### src/rtl/dx_sched.sv
// Sequencer for the 8-point DX transform engine: collects eight samples, clears and runs the
// engine, then streams the eight results out. Optional RUN watchdog under DX_SCHED_TIMEOUT_EN.
module dx_sched #(
  parameter int unsigned CLR_CYCLES = 2,
  parameter int unsigned TIMEOUT    = 200
) (
  input  logic        clk,
  input  logic        reset,
  input  logic        in_valid,
  output logic        in_ready,
  input  logic [7:0]  in_data,
  output logic [63:0] x_vec,
  output logic        dx_reset,
  output logic        dx_start,
  input  logic        dx_done,
  input  logic [95:0] y_vec,
  output logic        out_valid,
  input  logic        out_ready,
  output logic [11:0] out_data,
  output logic [2:0]  out_idx,
  output logic        out_last,
  output logic        busy,
  output logic        err
);

  typedef enum logic [1:0] {StFill, StClear, StRun, StDrain} state_e;

  localparam int unsigned CW = (CLR_CYCLES > 1) ? $clog2(CLR_CYCLES) : 1;
  localparam logic [CW-1:0] CLR_LAST = CW'(CLR_CYCLES - 1);

  if (CLR_CYCLES < 1 || TIMEOUT < 1) begin : g_param_check
    $error("dx_sched: CLR_CYCLES and TIMEOUT must be at least 1");
  end

  state_e        r_state, w_state_next;
  logic [2:0]    r_fill_cnt;
  logic [CW-1:0] r_clr_cnt;
  logic [2:0]    r_out_idx;
  logic [63:0]   r_x_vec;
  logic [95:0]   r_ybuf;
  logic [6:0]    w_y_base;
  logic          w_in_acc;
  logic          w_out_acc;
  logic          w_timeout;

  assign w_in_acc  = in_valid && in_ready;
  assign w_out_acc = out_valid && out_ready;

`ifdef DX_SCHED_TIMEOUT_EN
  localparam int unsigned TW = (TIMEOUT > 1) ? $clog2(TIMEOUT) : 1;
  localparam logic [TW-1:0] TO_LAST = TW'(TIMEOUT - 1);

  logic [TW-1:0] r_to_cnt;
  logic          r_err;

  // A done on the same edge as the limit still wins.
  assign w_timeout = (r_state == StRun) && !dx_done && (r_to_cnt == TO_LAST);
  assign err       = r_err;

  always_ff @(posedge clk or negedge reset) begin
    if (!reset) begin
      r_to_cnt <= '0;
      r_err    <= 1'b0;
    end else begin
      if (r_state != StRun) r_to_cnt <= '0;
      else                  r_to_cnt <= r_to_cnt + TW'(1);
      if (w_timeout) r_err <= 1'b1;
    end
  end
`else
  assign w_timeout = 1'b0;
  assign err       = 1'b0;
`endif

  always_ff @(posedge clk or negedge reset) begin
    if (!reset) r_state <= StFill;
    else        r_state <= w_state_next;
  end

  always_comb begin
    w_state_next = r_state;
    unique case (r_state)
      StFill:  if (w_in_acc && r_fill_cnt == 3'd7) w_state_next = StClear;
      StClear: if (r_clr_cnt == CLR_LAST) w_state_next = StRun;
      StRun:   if (dx_done || w_timeout) w_state_next = StDrain;
      StDrain: if (w_out_acc && r_out_idx == 3'd7) w_state_next = StFill;
      default: w_state_next = StFill;
    endcase
  end

  always_comb begin
    in_ready  = 1'b0;
    dx_reset  = 1'b1;
    dx_start  = 1'b0;
    out_valid = 1'b0;
    busy      = 1'b1;
    unique case (r_state)
      StFill: begin
        in_ready = 1'b1;
        busy     = 1'b0;
      end
      StClear: begin
        dx_reset = 1'b1;
      end
      StRun: begin
        dx_reset = 1'b0;
        dx_start = 1'b1;
      end
      StDrain: begin
        out_valid = 1'b1;
      end
      default: begin
        busy = 1'b1;
      end
    endcase
  end

  always_ff @(posedge clk or negedge reset) begin
    if (!reset) begin
      r_fill_cnt <= 3'd0;
      r_clr_cnt  <= '0;
      r_out_idx  <= 3'd0;
      r_x_vec    <= '0;
      r_ybuf     <= '0;
    end else begin
      // Fill count wraps 7 -> 0 on the last accept.
      if (w_in_acc) begin
        r_x_vec[{r_fill_cnt, 3'b000} +: 8] <= in_data;
        r_fill_cnt                         <= r_fill_cnt + 3'd1;
      end
      if (r_state == StClear) begin
        r_clr_cnt <= (r_clr_cnt == CLR_LAST) ? '0 : r_clr_cnt + CW'(1);
      end
      if (r_state == StRun) begin
        if (dx_done)        r_ybuf <= y_vec;
        else if (w_timeout) r_ybuf <= '0;
      end
      if (w_out_acc) r_out_idx <= r_out_idx + 3'd1;
    end
  end

  assign w_y_base = {4'b0000, r_out_idx} * 7'd12;
  assign x_vec    = r_x_vec;
  assign out_idx  = r_out_idx;
  assign out_data = r_ybuf[w_y_base +: 12];
  assign out_last = (r_state == StDrain) && (r_out_idx == 3'd7);

endmodule

### config.mk
export PLATFORM = sky130hd
export DESIGN_NAME = dx_sched
export DESIGN_NICKNAME = d
export VERILOG_FILES = /design/src/rtl/dx_sched.sv
export SDC_FILE = /design/constraint.sdc
export NUM_CORES = 1
export LEC_CHECK = 0
export BUFFER_PORTS_ARGS = -buffer_cell sky130_fd_sc_hd__buf_2
export CAP_MARGIN = 5
export CORE_MARGIN = 1
export CORE_UTILIZATION = 37
export CTS_BUF_LIST = sky130_fd_sc_hd__clkbuf_4 sky130_fd_sc_hd__clkbuf_8 sky130_fd_sc_hd__clkbuf_16
export CTS_CLUSTER_SIZE = 10
export DETAILED_ROUTE_END_ITERATION = 8
export GPL_TIMING_DRIVEN = 0
export SLEW_MARGIN = 20
export SYNTH_ARGS = -nofsm -noshare
export SYNTH_HDL_FRONTEND = slang
export SYNTH_SLANG_ARGS = --single-unit
### constraint.sdc
create_clock -name clk -period 3.3 [get_ports clk]
set_input_delay 0.66 -clock clk [delete_from_list [all_inputs] [get_ports clk]]
set_output_delay 0.66 -clock clk [all_outputs]
set_load 0.1 [all_outputs]
# == Word-level counts from Yosys, hierarchy flattened ==
# Cells that the tools add are included.
# op_classes
add_sub_neg,4
mul,1
eq_ne,9
n_shift,3
muxes,12
reduce_logical,8
# ops
cell,count
variable part select 96 x 8 -> 12 bit,1
bitwise mux 64 bit,1
variable shift 8 x 8 -> 64 bit (first input constant),1
variable part select 8 x 8 -> 64 bit,1
two-way mux 2 bit,4
!= test 2 bit (second input constant),4
negator 6 -> 8 bit,1
one-hot mux 2 bit (4 select lines),1
adder 3 x 1 -> 3 bit (second input constant),2
== test 3 bit (second input constant),2
two-way mux 1 bit,6
logical AND 1 bit,5
multiplier 3 x 2 -> 5 bit (second input constant),1
== test 2 bit (second input constant),2
AND reduction 4 bit,1
== test 2 x 1 -> 1 bit (second input constant),1
logical NOT 2 bit,1
AND reduction 2 bit,1
adder 1 bit (second input constant),1
# totals
register_bits,169
input_bits,109
output_inout_bits,86
elab_cells,43

# == Depth between registers and ports, before layout ==
# Gate-level depths: netlist of run 1.
# logic_depth
word_depth,6
mapped_depth,8
mapped_depth_nobuf,6

# == Least setup slack after synthesis of run 1 ==
# OpenSTA, ideal clock, no wires.
# synth_path
path_kind,register -> output
start,register r_out_idx[1] (netlist: out_idx[1])
end,output port out_data[0]
arrival_ns,2.335
required_time_ns,2.640
setup_slack_ns,0.305
path_stages_with_launch,5
cell_sequence,dfrtp_1 > buf_6 > buf_6 > mux4_1 > mux2_2
# synth_between
elab_chain_len,2
# synth_rtl
element,line_no,source
"start, declared",38,logic [2:0] r_out_idx;
"start signal, assigned",138,if (w_out_acc) r_out_idx <= r_out_idx + 3'd1;
multiplier 3 x 2 -> 5 bit,142,"assign w_y_base = {4'b0000, r_out_idx} * 7'd12;"
variable part select 96 x 8 -> 12 bit,145,assign out_data = r_ybuf[w_y_base +: 12];
"end, declared",19,"output logic [11:0] out_data,"
# Every way passes these cells.

# == Worst setup path after layout of run 1 ==
# layout_path
start,register r_out_idx[2] (netlist: out_idx[2])
end,output port out_data[11]
# The elaborated chain is that of the path after synthesis.

==> results of run 1 <==
what timing repair did:
action,in CTS,in global routing
setup buffers,0,0
endpoints found under the setup margin,0,3
hold buffers,0,0
gates resized for setup,0,2
metrics by stage:
stage | utilization, % | hold WS, ns | std cells | setup TNS [ns]
4_1_cts | 47.7 | 0.210 | 998 | 0
5_1_grt | 47.7 | 0.225 | 998 | 0
6_report | 47.7 | 0.196 | 1000 | 0
3_5_place_dp | 44.7 | 0.473 | 966 | 0
3_3_place_gp | 44.5 | 0.456 | 965 | -157.78
2_1_floorplan | - | 0.364 | 502 | 0
critical path, stage by stage, from the launching register on:
cell and delay (ns):
dfrtp_1 0.37, buf_2 0.20, clkbuf_1 0.51, mux4_1 0.41, mux2_2 0.28, buf_2 0.29
sequential cells by signal, summed over array words and instances, names as in the netlist:
signal	cells
out_idx	3
r_clr_cnt	1
r_fill_cnt	3
r_state	2
r_ybuf	96
x_vec	64
final timing paths:
check	from	end
max in group asynchronous	reset	x_vec[23]$_DFFE_PN0P_
min reg2reg	r_clr_cnt$_DFFE_PN0N_	r_clr_cnt$_DFFE_PN0N_
max reg2reg	r_fill_cnt[0]$_DFFE_PN0P_	x_vec[47]$_DFFE_PN0P_
min	reset	r_ybuf[11]$_DFFE_PN0P_
max	out_idx[2]$_DFFE_PN0N_	out_data[11]
min in group clk	y_vec[79]	r_ybuf[79]$_DFFE_PN0P_
cells in the mapped netlist (5+ instances only):
master | n | area [um2]
dfrtp_1 | 169 | 4230
mux2_2 | 159 | 1790
mux4_1 | 24 | 631
inv_1 | 22 | 82.6
nand2_1 | 20 | 75.1
mux2i_1 | 15 | 150
and2_1 | 13 | 81.3
ha_1 | 13 | 163
buf_2 | 7 | 35.0
and3_1 | 6 | 37.5
buf_1 | 5 | 18.8
buf_6 | 5 | 56.3
kinds of logic after synthesis:
| kind of cell | Yosys count |
|---|---|
| adders and majority gates | 13 |
| AOI/OAI and AO/OA | 6 |
| DFF | 169 |
| other | 1 |
| buffers and inverters | 46 |
| and+or+nand+nor | 65 |
| xor gates and xnor gates | 3 |
| muxes | 199 |
metal layers:
metal	global-route usage (%)	up-vias
li1	-	2250
met1	22.4	2489
met2	32.2	155
met3	6.02	16
met4	5.26	0
met5	0	-
cell usage in the layout, fill, tap and decap left out, types with 2 or more instances in the layout:
| cell type | netlist | routed |
|---|---|---|
| and2_1 | 13 | 13 |
| and3_1 | 6 | 6 |
| and3b_1 | 3 | 3 |
| buf_1 | 5 | 5 |
| buf_2 | 7 | 199 |
| buf_4 | 3 | 3 |
| buf_6 | 5 | 5 |
| clkbuf_1 | 3 | 2 |
| clkbuf_16 | 0 | 17 |
| clkbuf_2 | 1 | 2 |
| clkinv_8 | 0 | 4 |
| dfrtp_1 | 169 | 169 |
| diode_2 | 0 | 2 |
| ha_1 | 13 | 13 |
| inv_1 | 22 | 22 |
| inv_6 | 0 | 5 |
| inv_8 | 0 | 2 |
| mux2_2 | 159 | 159 |
| mux2i_1 | 15 | 15 |
| mux4_1 | 24 | 24 |
| nand2_1 | 20 | 20 |
| nand4_4 | 3 | 3 |
| nor2_1 | 2 | 2 |
| nor2b_1 | 2 | 2 |
| nor3b_1 | 3 | 3 |
| nor4b_2 | 2 | 2 |
| nor4b_4 | 2 | 2 |
| o21ai_0 | 2 | 2 |
| xnor2_1 | 2 | 2 |
cell type report:
type / instances / area (um2) / share of cell area (%)
flip-flops and latches: 169 / 4230 / 43.4
multi-input cells: 287 / 3330 / 34.1
repair buffers: 194 / 1000 / 10.3
clock buffers: 18 / 439 / 4.50
well taps: 270 / 338 / 3.46
clock inverters: 14 / 178 / 1.82
plain buffers: 24 / 150 / 1.54
inverters: 22 / 82.6 / 0.847
diodes: 2 / 5.00 / 0.0513
==> impl_metrics.toml, run 1 <==
[detailed_routing]
totalWireLength_um = 19300
drt-met1-wl_um = 8090
wl_per_cell_um = 19.3
top_layer_used = "met4"
vias = 4910
drc_errors = 0
drt_iter0_drc = 150
ant_nets = 0
firstDrtPassIters = 4
route.met3.wl_um = 1240
wl_met2_um = 9680
drt-vias-per-instance = 4.91

[synth]
synthArstFlopShare_pct = 100
synth_compound_area_share_pct = 0.659
synth-edff-count = 0
synth_simple_gate_area_share_pct = 6.44
yosysWarningCount = 0
ys_seq_area_share_pct = 54.3
synth_xor_xnor_area_share_pct = 0.337
netlist-cell-type-count = 40
avgSynthCellArea_um2 = 15.5
synthMuxAreaShare_pct = 33.2
ys_ff_latch = 169
synth_flop_cell = "dfrtp_1"
synth_nets = 624
syn_area_um2 = 7790
synthAdderAreaFrac_pct = 2.09
syn_inst = 502
synth_top_family_by_area = "multiplexers"

[timing]
grt_setup_unrepaired = "no"
fin_crit_sh_pct = 95.3
fmax_ghz = 0.318
relSlewSlack_pct = 42.3
setup_viol = 0
period_minus_slack_ns = 3.15
skew_ns = 0.0101
final-max-slew-violation-count = 0
worst_slew_pin_slew_ns = 0.865
worst_slack_ns = 0.155
hold_viol = 0

[cells_and_area]
num-fill-cells = 1852
fin_nets = 837
final_cell_area_um2 = 9750
area_growth_pct = 25.2
drive_above_1_share_pct = 57.3

[grt]
antenna_found_initial = 2
grt_pass1_vias = 5428
globalRouteOverflowTotal = 0
grt_pass1_wl_um = 30300
grtUsageTotal_pct = 18.7
grt_max_degree = 94

[clock_tree]
clockBufferDepth = 2
clk_pin_slew_worst_paths_ns = 0.07
cts_tree = "done"
cts-buffers-inserted = 17
cts_max_level = 4
cts_sinks = 169
worstSkewPairLatency_ns = 0.42
cts_root_buf = "clkbuf_16"

[setup_path]
endpoint_kind = "output pin"
r2r_setup_slack_ns = 0.50
reg2regPathDepth = 6
crit_required_ns = 2.64
criticalPathCategory = "reg2out"
arrival_ns = 2.49
worstPathMaxFanout = 10
startpoint_type = "flip-flop"

[placement]
gp_congestion = 0.774
dp_hpwl_um = 14300
dp_slack_ns = 0.463
port_buffers = 193
placed_area_um2 = 9130

[floorplanning]
ios = 195
num_rows = 52
start_util_pct = 38.1
coreArea_um2 = 20400
fp.dieW_um = 147
fp.dieH_um = 147
dieArea_um2 = 21600

[hold_path]
hold_path.class = "in2async"

[status]
outcome = "complete, no violations"

[job]
cap_violations = 0
Power of run 1 is not shown: default switching activity piles up to over one toggle a cycle in this logic, so the estimate is an artifact.
==> run 2, diff against run 1 <==
Settings changed: CORE_MARGIN 1 to 2, CORE_UTILIZATION 37 to 50, PLACE_DENSITY set to 0.76.
==> run 2 against run 1 <==
Compared with the run above:
- sequential share of layout area rose by 0.95 points
- non-clock buffer count did not move
- largest cell class unchanged
- register-to-register slack barely moved
- core utilization rose by 15 points
- critical endpoint is now out_data[3]
- wire length fell by 4.1%
- critical path type unchanged
==> impl_metrics.toml, run 2 (synthesis gave the netlist of run 1 again) <==
[status]
outcome = "complete, no violations"

[cells_and_area]
fin_util_pct = 62.8
fin_cells = 914
drive_above_1_share_pct = 57.2
antenna_cells = 0
largest_register = "r_ybuf"
largest_reg_flops = 96
area_growth_pct = 22.5
layout_common_cells = "199 x buf_2, 169 x dfrtp_1, 159 x mux2_2"
final_cell_area_um2 = 9540
fin_nets = 837
final_common_cell = "buf_2"

[detailed_routing]
firstDrtPassIters = 5
drt_iter0_drc = 175
ant_nets = 0
wl_per_cell_um = 20.3
drc_errors = 0
drt-vias-per-instance = 5.39
totalWireLength_um = 18500
vias = 4924

[timing]
fin_crit_sh_pct = 96.4
fmax_ghz = 0.314
whs_ns = 0.183
grt_setup_unrepaired = "no"
hold_viol = 0
setup_viol = 0
relSlewSlack_pct = 43.2
period_minus_slack_ns = 3.18
skew_ns = 0.0102
worst_slew_pin_slew_ns = 0.852
final-max-slew-violation-count = 0

[clock_tree]
cts_sinks = 169
clockBufferDepth = 2
clk_pin_slew_worst_paths_ns = 0.06
cts_resized = 1
cts-buffers-inserted = 17
cts_root_buf = "clkbuf_16"
cts_max_level = 4
cts_tree = "done"
cts_setup_buffers = 0
ctsHoldBuffers = 0
worstSkewPairLatency_ns = 0.42

[job]
cap_violations = 0

[grt]
globalRouteOverflowTotal = 0
grt_pass1_vias = 5340
grt_pass1_wl_um = 28600
antenna_found_initial = 3
grt_max_degree = 98
grtUsageTotal_pct = 23.1

[setup_path]
startpoint_type = "flip-flop"
worstPathMaxFanout = 10
criticalPathCategory = "reg2out"
arrival_ns = 2.52
crit_required_ns = 2.64
endpoint_kind = "output pin"

[placement]
place_inst = 884
dp_hpwl_um = 13400
placed_area_um2 = 9030
port_buffers = 193
gp_congestion = 0.808

[floorplanning]
fp.dieH_um = 129
num_rows = 45
coreArea_um2 = 15200
fp.dieW_um = 129
ios = 195
dieArea_um2 = 16600
start_util_pct = 51.2

[hold_path]
hold_path.class = "in2async"
-- run 2: changes by cell type in the layout (fill, tap and decap cells not counted) --
cell	delta
clkinv_2	+6
inv_6	-5
clkinv_8	-4
clkbuf_4	+3
diode_2	-2
inv_8	-2
bufinv_16	-1
clkinvlp_4	+1
-- run 2: metrics by stage --
| stage | setup TNS, ns | worst slack, ns |
|---|---|---|
| 4_1_cts | 0 | 0.0782 |
| 3_3_place_gp | -143.26 | -0.857 |
| 6_report | 0 | 0.117 |
| 2_1_floorplan | 0 | 0.305 |
| 5_1_grt | 0 | 0.0428 |
| 3_5_place_dp | 0 | 0.506 |
-- run 2: worst max-delay path: stages (launching register included) --
cell and delay (ns):
dfrtp_1 0.38, buf_2 0.23, clkbuf_1 0.50, mux4_1 0.42, mux2_2 0.28, buf_2 0.29
-- run 2: area by class of cell --
cell class / count / area [um2]
Multi-Input combinational cell: 287 / 3330
Timing Repair Buffer: 194 / 1000
Fill cell: 1176 / 5660
Buffer: 24 / 150
Inverter: 22 / 82.6
Clock buffer: 21 / 462
Sequential cell: 169 / 4230
Clock inverter: 9 / 53.8
Tap cell: 188 / 235
-- run 2: metal layers --
metal  up-vias  routed length [um]  track usage (%)
met4         6                  55             5.05
met3        10                1240             7.32
met2       170                9450             41.2
li1       2240                   -                -
met1      2498                7730             27.5
met5         -                  44                0
-- run 2: worst paths after layout --
kind	startpoint	to	slack, ns	cells after the start
setup / recovery	out_idx[2]$_DFFE_PN0N_	out_data[3]	0.12	5
hold / removal	reset	r_ybuf[69]$_DFFE_PN0P_	0.18	1
setup reg to reg	r_fill_cnt[0]$_DFFE_PN0P_	x_vec[57]$_DFFE_PN0P_	0.49	8
hold reg to reg	r_clr_cnt$_DFFE_PN0N_	r_clr_cnt$_DFFE_PN0N_	0.49	1
max in group asynchronous	reset	x_vec[11]$_DFFE_PN0P_	2.26	2
min in group clk	y_vec[20]	r_ybuf[20]$_DFFE_PN0P_	0.47	2
Power of run 2 is left out for the same reason.
==> run 3, diff against run 2 <==
Settings changed: BUFFER_PORTS_ARGS -buffer_cell sky130_fd_sc_hd__buf_2 to -buffer_cell sky130_fd_sc_hd__buf_4.
==> run 3 against run 2 <==
Compared with the run above:
- sequential share of layout area decreased by 2.3 points
- setup slack improved by 0.020 ns
- critical path depth did not move
- hold slack better by 0.098 ns
- register-to-register slack gained 0.02 ns
- global-route usage grew 0.74 points
- clock skew decreased by 0.0040 ns
- cell count is 0.22% higher
- maximum frequency up 0.64%
- via count is 1.7% higher
- highest routed layer is now met4
- final area grew 5.6%
==> impl_metrics.toml, run 3 (synthesis gave the netlist of run 1 again) <==
[status]
outcome = "complete, no violations"

[timing]
fmax_ghz = 0.316
final-max-slew-violation-count = 0
setup_viol = 0
final.setup.tns_ns = 0
grt_setup_unrepaired = "no"
fin_crit_sh_pct = 95.8
skew_ns = 0.00619
relSlewSlack_pct = 41.6
worst_slew_pin_slew_ns = 0.876
whs_ns = 0.281
hold_viol = 0
period_minus_slack_ns = 3.16

[clock_tree]
cts_resized = 0
clk_pin_slew_worst_paths_ns = 0.06
cts_tree = "done"
cts_root_buf = "clkbuf_16"
clockBufferDepth = 2
cts_sinks = 169
cts-buffers-inserted = 17
cts_max_level = 4
worstSkewPairLatency_ns = 0.42
cts_setup_buffers = 0
ctsHoldBuffers = 0

[cells_and_area]
fin_util_pct = 66.3
layout_common_cells = "195 x buf_4, 169 x dfrtp_1, 159 x mux2_2"
area_growth_pct = 29.3
final_common_cell = "buf_4"
num-fill-cells = 1144
drive_above_1_share_pct = 57.1
antenna_cells = 0
largest_register = "r_ybuf"
largest_reg_flops = 96
fin_nets = 837

[setup_path]
slowest_delay_ns = 0.48
cp.buffers_inverters = 3
worstPathMaxFanout = 10
arrival_ns = 2.50
crit_required_ns = 2.64
crit_chain = "buf_2 > clkbuf_1 > mux4_1 > mux2_2 > buf_4"
cpLargestDelayFamily = "buffers and inverters"
startpoint_type = "flip-flop"
cpMaxStageDelayCell = "clkbuf_1"
criticalPathCategory = "reg2out"
endpoint_kind = "output pin"

[detailed_routing]
wl_met2_um = 9750
wl_per_cell_um = 20.8
ant_nets = 0
drt-met1-wl_um = 7730
drt-vias-per-instance = 5.47
totalWireLength_um = 19000
top_layer_used = "met4"
drt_iter0_drc = 130
drc_errors = 0
firstDrtPassIters = 4
vias = 5009
route.met3.wl_um = 1330

[grt]
grt_pass1_wl_um = 29500
globalRouteOverflowTotal = 0
grtUsageTotal_pct = 23.8
antenna_found_initial = 0
grt_pass1_vias = 5457
grt_max_degree = 101

[job]
cap_violations = 0

[floorplanning]
ios = 195
fp.dieH_um = 129
fp.dieW_um = 129
coreArea_um2 = 15200
start_util_pct = 51.2
num_rows = 45
dieArea_um2 = 16600

[placement]
dp_hpwl_um = 14000
port_buffers = 193
gp_congestion = 0.789

[hold_path]
hold_path.class = "in2async"
==> run 3: cell count changes in the layout (fill, tap and decap cells not counted), sizes merged <==
cell,previous run,this run
clkinv,7,5
clkinvlp,2,3
inv,22,26
clkbuf,25,23
bufinv,0,1
==> run 3: per-layer routing <==
layer / vias up / track usage (%)
li1: 2244 / -
met1: 2583 / 29.4
met2: 167 / 41.9
met3: 15 / 6.15
met4: 0 / 6.39
met5: - / 0
==> run 3: final cells by class <==
class | count | area, um2 | share of cell area, %
Multi-Input combinational cell | 287 | 3330 | 33.0
Inverter | 22 | 82.6 | 0.820
Clock inverter | 13 | 120 | 1.19
Clock buffer | 19 | 447 | 4.43
Buffer | 24 | 149 | 1.48
Timing Repair Buffer | 194 | 1480 | 14.7
Tap cell | 188 | 235 | 2.33
Sequential cell | 169 | 4230 | 42.0
==> run 3: path summary, 6_finish.rpt <==
check                                           from                      to  slack, ns  cells past startpoint
max                           out_idx[2]$_DFFE_PN0N_             out_data[6]       0.14                      5
min                                            reset  r_ybuf[69]$_DFFE_PN0P_       0.28                      1
max reg2reg                r_fill_cnt[0]$_DFFE_PN0P_   x_vec[57]$_DFFE_PN0P_       0.51                      8
min reg2reg                    r_clr_cnt$_DFFE_PN0N_   r_clr_cnt$_DFFE_PN0N_       0.47                      1
max in group asynchronous                      reset   x_vec[11]$_DFFE_PN0P_       2.22                      2
min in group clk                           y_vec[58]  r_ybuf[58]$_DFFE_PN0P_       0.47                      2
==> run 3: metrics by stage <==
| stage | setup slack (ns) | instance area (um2) | instances |
|---|---|---|---|
| global route | 0.0328 | 10100 | 916 |
| CTS | 0.0556 | 10100 | 916 |
| detailed placement | 0.522 | 9510 | 884 |
| global placement | 0.538 | 9470 | 883 |
| finish | 0.137 | 10100 | 916 |
| floorplan | 0.305 | 7790 | 502 |
Power of run 3 is left out for the same reason.
